<file path="src/rtl/alu_rs.sv">
// ALU reservation station: compacting queue between ID and EX.
// Snoops ROB broadcasts and dispatches the oldest ready op to EX.
//
// Ports:
//   clk, rst (async, active-low), flush (sync clear)
//   issue_*  : op from ID; issue_ready back-pressure
//   bc_*     : ROB result broadcast (tag/value)
//   ex_*     : dispatched op to EX, valid/ready handshake
//   free_count : number of empty entries
module alu_rs #(
  parameter int RS_DEPTH = 4,
  parameter int TAG_W    = 4,
  parameter int DATA_W   = 32,
  parameter int OP_W     = 6,
  localparam int CNT_W   = $clog2(RS_DEPTH + 1)
) (
  input  logic              clk,
  input  logic              rst,
  input  logic              flush,
  input  logic              issue_valid,
  output logic              issue_ready,
  input  logic [OP_W-1:0]   issue_op,
  input  logic [TAG_W-1:0]  issue_tag,
  input  logic              issue_s1_rdy,
  input  logic              issue_s2_rdy,
  input  logic [DATA_W-1:0] issue_s1_val,
  input  logic [DATA_W-1:0] issue_s2_val,
  input  logic [TAG_W-1:0]  issue_s1_tag,
  input  logic [TAG_W-1:0]  issue_s2_tag,
  input  logic              bc_valid,
  input  logic [TAG_W-1:0]  bc_tag,
  input  logic [DATA_W-1:0] bc_value,
  output logic              ex_valid,
  input  logic              ex_ready,
  output logic [OP_W-1:0]   ex_op,
  output logic [TAG_W-1:0]  ex_tag,
  output logic [DATA_W-1:0] ex_s1,
  output logic [DATA_W-1:0] ex_s2,
  output logic [CNT_W-1:0]  free_count
);

  typedef struct packed {
    logic              valid;
    logic [OP_W-1:0]   op;
    logic [TAG_W-1:0]  tag;
    logic              s1_rdy;
    logic [DATA_W-1:0] s1_val;
    logic [TAG_W-1:0]  s1_tag;
    logic              s2_rdy;
    logic [DATA_W-1:0] s2_val;
    logic [TAG_W-1:0]  s2_tag;
  } ent_t;

  ent_t             ent_q [RS_DEPTH];
  ent_t             ent_d [RS_DEPTH];
  ent_t             src;
  ent_t             nw;
  logic [CNT_W-1:0] count_q;
  logic [CNT_W-1:0] count_d;
  logic [CNT_W-1:0] sel;
  logic [CNT_W-1:0] wr_idx;
  logic             found;
  logic             fire;
  logic             accept;

  assign issue_ready = count_q < CNT_W'(RS_DEPTH);
  assign free_count  = CNT_W'(RS_DEPTH) - count_q;
  assign accept      = issue_valid && issue_ready;
  assign ex_valid    = found && !flush;
  assign fire        = ex_valid && ex_ready;

  // Oldest entry with both operands ready wins; re-evaluated
  // every cycle so an older entry can overtake a stalled one.
  always_comb begin
    found = 1'b0;
    sel   = '0;
    ex_op  = '0;
    ex_tag = '0;
    ex_s1  = '0;
    ex_s2  = '0;
    for (int i = 0; i < RS_DEPTH; i++) begin
      if (!found && ent_q[i].valid &&
          ent_q[i].s1_rdy && ent_q[i].s2_rdy) begin
        found  = 1'b1;
        sel    = CNT_W'(i);
        ex_op  = ent_q[i].op;
        ex_tag = ent_q[i].tag;
        ex_s1  = ent_q[i].s1_val;
        ex_s2  = ent_q[i].s2_val;
      end
    end
  end

  // Incoming entry, with same-cycle broadcast forwarding.
  always_comb begin
    nw        = '0;
    nw.valid  = 1'b1;
    nw.op     = issue_op;
    nw.tag    = issue_tag;
    nw.s1_rdy = issue_s1_rdy;
    nw.s1_val = issue_s1_val;
    nw.s1_tag = issue_s1_tag;
    nw.s2_rdy = issue_s2_rdy;
    nw.s2_val = issue_s2_val;
    nw.s2_tag = issue_s2_tag;
    if (bc_valid && !issue_s1_rdy && issue_s1_tag == bc_tag) begin
      nw.s1_rdy = 1'b1;
      nw.s1_val = bc_value;
    end
    if (bc_valid && !issue_s2_rdy && issue_s2_tag == bc_tag) begin
      nw.s2_rdy = 1'b1;
      nw.s2_val = bc_value;
    end
  end

  // Next state ordering: shift out dispatched entry, snoop the
  // shifted queue, then append the new op at the new tail.
  always_comb begin
    src    = '0;
    wr_idx = count_q - CNT_W'(fire);
    for (int i = 0; i < RS_DEPTH; i++) begin
      src = ent_q[i];
      if (fire && CNT_W'(i) >= sel) begin
        if (i < RS_DEPTH - 1) src = ent_q[(i + 1) % RS_DEPTH];
        else                  src = '0;
      end
      if (bc_valid && src.valid) begin
        if (!src.s1_rdy && src.s1_tag == bc_tag) begin
          src.s1_rdy = 1'b1;
          src.s1_val = bc_value;
        end
        if (!src.s2_rdy && src.s2_tag == bc_tag) begin
          src.s2_rdy = 1'b1;
          src.s2_val = bc_value;
        end
      end
      if (accept && CNT_W'(i) == wr_idx) src = nw;
      if (flush) src.valid = 1'b0;
      ent_d[i] = src;
    end
    count_d = count_q + CNT_W'(accept) - CNT_W'(fire);
    if (flush) count_d = '0;
  end

  always_ff @(posedge clk or negedge rst) begin
    if (!rst) begin
      count_q <= '0;
      for (int i = 0; i < RS_DEPTH; i++) ent_q[i] <= '0;
    end else begin
      count_q <= count_d;
      for (int i = 0; i < RS_DEPTH; i++) ent_q[i] <= ent_d[i];
    end
  end

endmodule
</file>
<file path="config.mk">
export PLATFORM = sky130hd
export DESIGN_NAME = alu_rs
export DESIGN_NICKNAME = d
export VERILOG_FILES = /design/src/rtl/alu_rs.sv
export SDC_FILE = /design/constraint.sdc
export NUM_CORES = 1
export LEC_CHECK = 0
export BUFFER_PORTS_ARGS = -buffer_cell sky130_fd_sc_hd__clkbuf_2
export CAP_MARGIN = 20
export CORE_MARGIN = 2
export CORE_UTILIZATION = 35
export DETAILED_ROUTE_END_ITERATION = 10
export GPL_TIMING_DRIVEN = 0
export PLACE_DENSITY = 0.56
export SLEW_MARGIN = 30
export SYNTH_ARGS = -nofsm -noshare
export SYNTH_HDL_FRONTEND = slang
export SYNTH_SLANG_ARGS = --single-unit
</file>
<file path="constraint.sdc">
create_clock -name clk -period 8.23 [get_ports clk]
set_clock_uncertainty 0.2 [all_clocks]
set_input_delay 0.823 -clock clk [delete_from_list [all_inputs] [get_ports clk]]
set_output_delay 0.823 -clock clk [all_outputs]
set_load 0.005 [all_outputs]
</file>
==> results.yml <==
clocking:
  cts_setup_buffers: 0
  cts_hold_buffers: 0
  insertion_delay_ns: 0.58
  cts_tree: "done"
  h-tree-depth: 2
  cts_sinks: 343
  clkSlewWorstSetupHoldPaths_ns: 0.06
  cts_buffers: 42
  cts_resized: 0
  root_buffer: "clkbuf_16"
  cts_buffer_depth: 3
pwr:
  pwr-share-seq: 0.378
  power_density_nw_per_um2: 347
  power_frac_comb: 0.403
  power_leakage_nw: 10.3
  switching_share: 0.393
  switching_power_w: 0.00325
  power_w: 0.00828
  peakVddDrop_uv: 149
  p_int_w: 0.00502
  p_clk_frac: 0.219
global_route:
  grt_pass1_vias: 20600
  grt_usage: 0.302
  gr-total-overflow: 0
  grt_max_degree: 76
  antenna_found_initial: 8
  grt_pass1_wl_um: 136000
placement:
  dp_hpwl_um: 66000
  port_buffers: 168
  gp_routability_congestion: 0.942
die:
  rows: 88
  dieArea_sq_um: 60800
  io-pin-count: 205
  initial_core_util: 0.356
  die_x_um: 247
  core_area_sq_um: 57900
  dieHeight_um: 247
synth:
  yosys_warnings: 0
  yosysTopAreaCell: "dfrtp_1"
  yosysSeqAreaShare: 0.417
  synth-edff-count: 0
  ys_types: 68
  netlist_top_cells_count: "343 x dfrtp_1, 288 x nand2_1, 230 x nor2_1"
  ys_top_cells_by_area: "dfrtp_1 42%, nand2_1 5.2%, a221o_1 4.6%, a21oi_1 4.3%, nor2_1 4.2%"
  synth.net_count: 2395
  yosysMostFrequentCell: "dfrtp_1"
  synth_seq_cells: 343
  syn_area_sq_um: 20600
  netlist_instances: 2261
  synth_top_area_share: 0.417
  avgSynthCellArea_sq_um: 9.11
  synth_ff_type: "dfrtp_1"
  async_flop_share: 1.00
drt:
  ant_nets: 0
  vias: 21100
  routed_wl_um: 94000
  drc_errors: 0
  vias_per_cell: 6.45
  drt_iter0_drc: 2928
  firstDrtPassIters: 9
  wire_per_inst_um: 28.7
min_path:
  min_path_type: "in -> async"
sta:
  final_hold_viol_count: 0
  fin_crit_sh: 0.665
  timing.final.max_slew_violations: 0
  rsz0062_at_grt: "false"
  fmax_mhz: 183
  finalSetupTns_ns: 0
  setup_viol: 0
  worstMarginPinSlew_ns: 1.07
  layout_min_cycle_time_ns: 5.47
  maxSlewHeadroom: 0.288
status:
  status: "complete, no violations"
critical_path:
  crit_type: "reg -> reg"
  slowest_stage: "clkbuf_1"
  end_kind: "flop"
  path_buf_inv: 4
  reg2reg_to: "ent_q[220]"
  crit_family: "simple AND/OR/NAND/NOR gates"
  critPathRequiredTime_ns: 8.44
  r2r-start: "ent_q[339]"
  cp_max_fo: 10
  reg2reg_slack_ns: 2.76
  path_cells: "nand3_2 -> nand4_1 -> nand2_1 -> inv_1 -> ha_1 -> ha_1 -> or2_2 -> a21oi_1 -> nor2b_1 -> and2_1 -> buf_2 -> clkbuf_1 -> clkbuf_1 -> a211oi_1"
  r2r_cells: 14
  worst-path-stages: 14
  arrival_ns: 5.68
  slowest_delay_ns: 0.77
  cp-start-kind: "flop"
flow_run:
  cap_violations: 0
layout:
  area_growth_pct: 15.6
  final_nets: 2612
  final_layout_size_suffix_gt1_frac: 0.188
-- power by group through the flow --
stage / Combinational [W] / Sequential (W) / Clock (W)
after floorplan: 0.00229 / 0.00292 / 0
after global placement: 0.00315 / 0.00309 / 0
after detailed placement: 0.00325 / 0.00312 / 0
after CTS: 0.00327 / 0.00310 / 0.00183
after global routing: 0.00359 / 0.00321 / 0.00189
final: 0.00333 / 0.00313 / 0.00181
-- metrics by stage --
stage | util | std cells | setup slack, ns | instance area [sq um] | hold slack (ns)
after floorplan | - | 2261 | 4.37 | 20600 | 0.288
after global placement | 0.387 | 3194 | -1.97 | 22400 | 0.306
after detailed placement | 0.389 | 3199 | 2.70 | 22500 | 0.310
after CTS | 0.411 | 3267 | 2.94 | 23800 | 0.0440
after global routing | 0.411 | 3268 | 2.59 | 23800 | 0.0732
final | 0.411 | 3271 | 2.76 | 23800 | 0.0207
-- flip-flops by register name, summed over array words and instances, names as in the netlist --
signal and count:
ent_q 340, count_q 3
-- worst max-delay path by stage --
stage / start / endpoint / slack, ns
3_3_place_gp: rst / ent_q[94] / -1.97
6_report: ent_q[339] / ent_q[220] / 2.76
4_1_cts: ent_q[339] / ent_q[228] / 2.94
5_1_grt: ent_q[328] / ent_q[222] / 2.59
3_5_place_dp: flush / ent_q[228] / 2.70
2_1_floorplan: flush / ent_q[221] / 4.37
-- cells by family (layout without fill, tap and decap cells) --
kind of cell	after synthesis	count (layout)	synth area share
and+or+nand+nor	788	788	0.177
AOI/OAI and AO/OA	681	681	0.260
DFF	343	343	0.417
buffers and inverters	268	509	0.0548
muxes	141	141	0.0727
xor gates and xnor gates	32	32	0.0140
adders and majority gates	8	8	0.00522
other	0	4	0
-- layout by cell type (no fill, tap or decap), types with 38 or more instances in the layout --
cell / instances
or3_1: 43
clkbuf_16: 42
o221a_2: 60
a21oi_1: 175
nand2_1: 288
mux2_2: 66
a222oi_1: 75
nor2_1: 230
buf_2: 45
and3_1: 38
and2_1: 57
o21ai_0: 54
clkbuf_2: 173
clkbuf_1: 166
dfrtp_1: 343
a2111oi_0: 52
nand3_1: 41
mux2i_1: 74
a221o_1: 94
-- per-layer routing --
| layer | vias to the layer above | wire length, um | GRT usage |
|---|---|---|---|
| met3 | 288 | 10300 | 0.0773 |
| li1 | 8920 | - | - |
| met4 | 8 | 4490 | 0.141 |
| met1 | 10500 | 37100 | 0.396 |
| met5 | - | 61 | 0 |
| met2 | 1409 | 42000 | 0.463 |
-- cell type report --
| type | instances | area [sq um] |
|---|---|---|
| antenna | 4 | 10.0 |
| buffer | 253 | 1080 |
| clock buffer | 62 | 1230 |
| clock inverter | 6 | 43.8 |
| fill | 5877 | 34100 |
| inverter | 15 | 56.3 |
| multi-input combinational | 1650 | 10900 |
| sequential | 343 | 8580 |
| tap | 765 | 957 |
| timing repair buffer | 173 | 980 |
(Power assumes the default switching activity.)
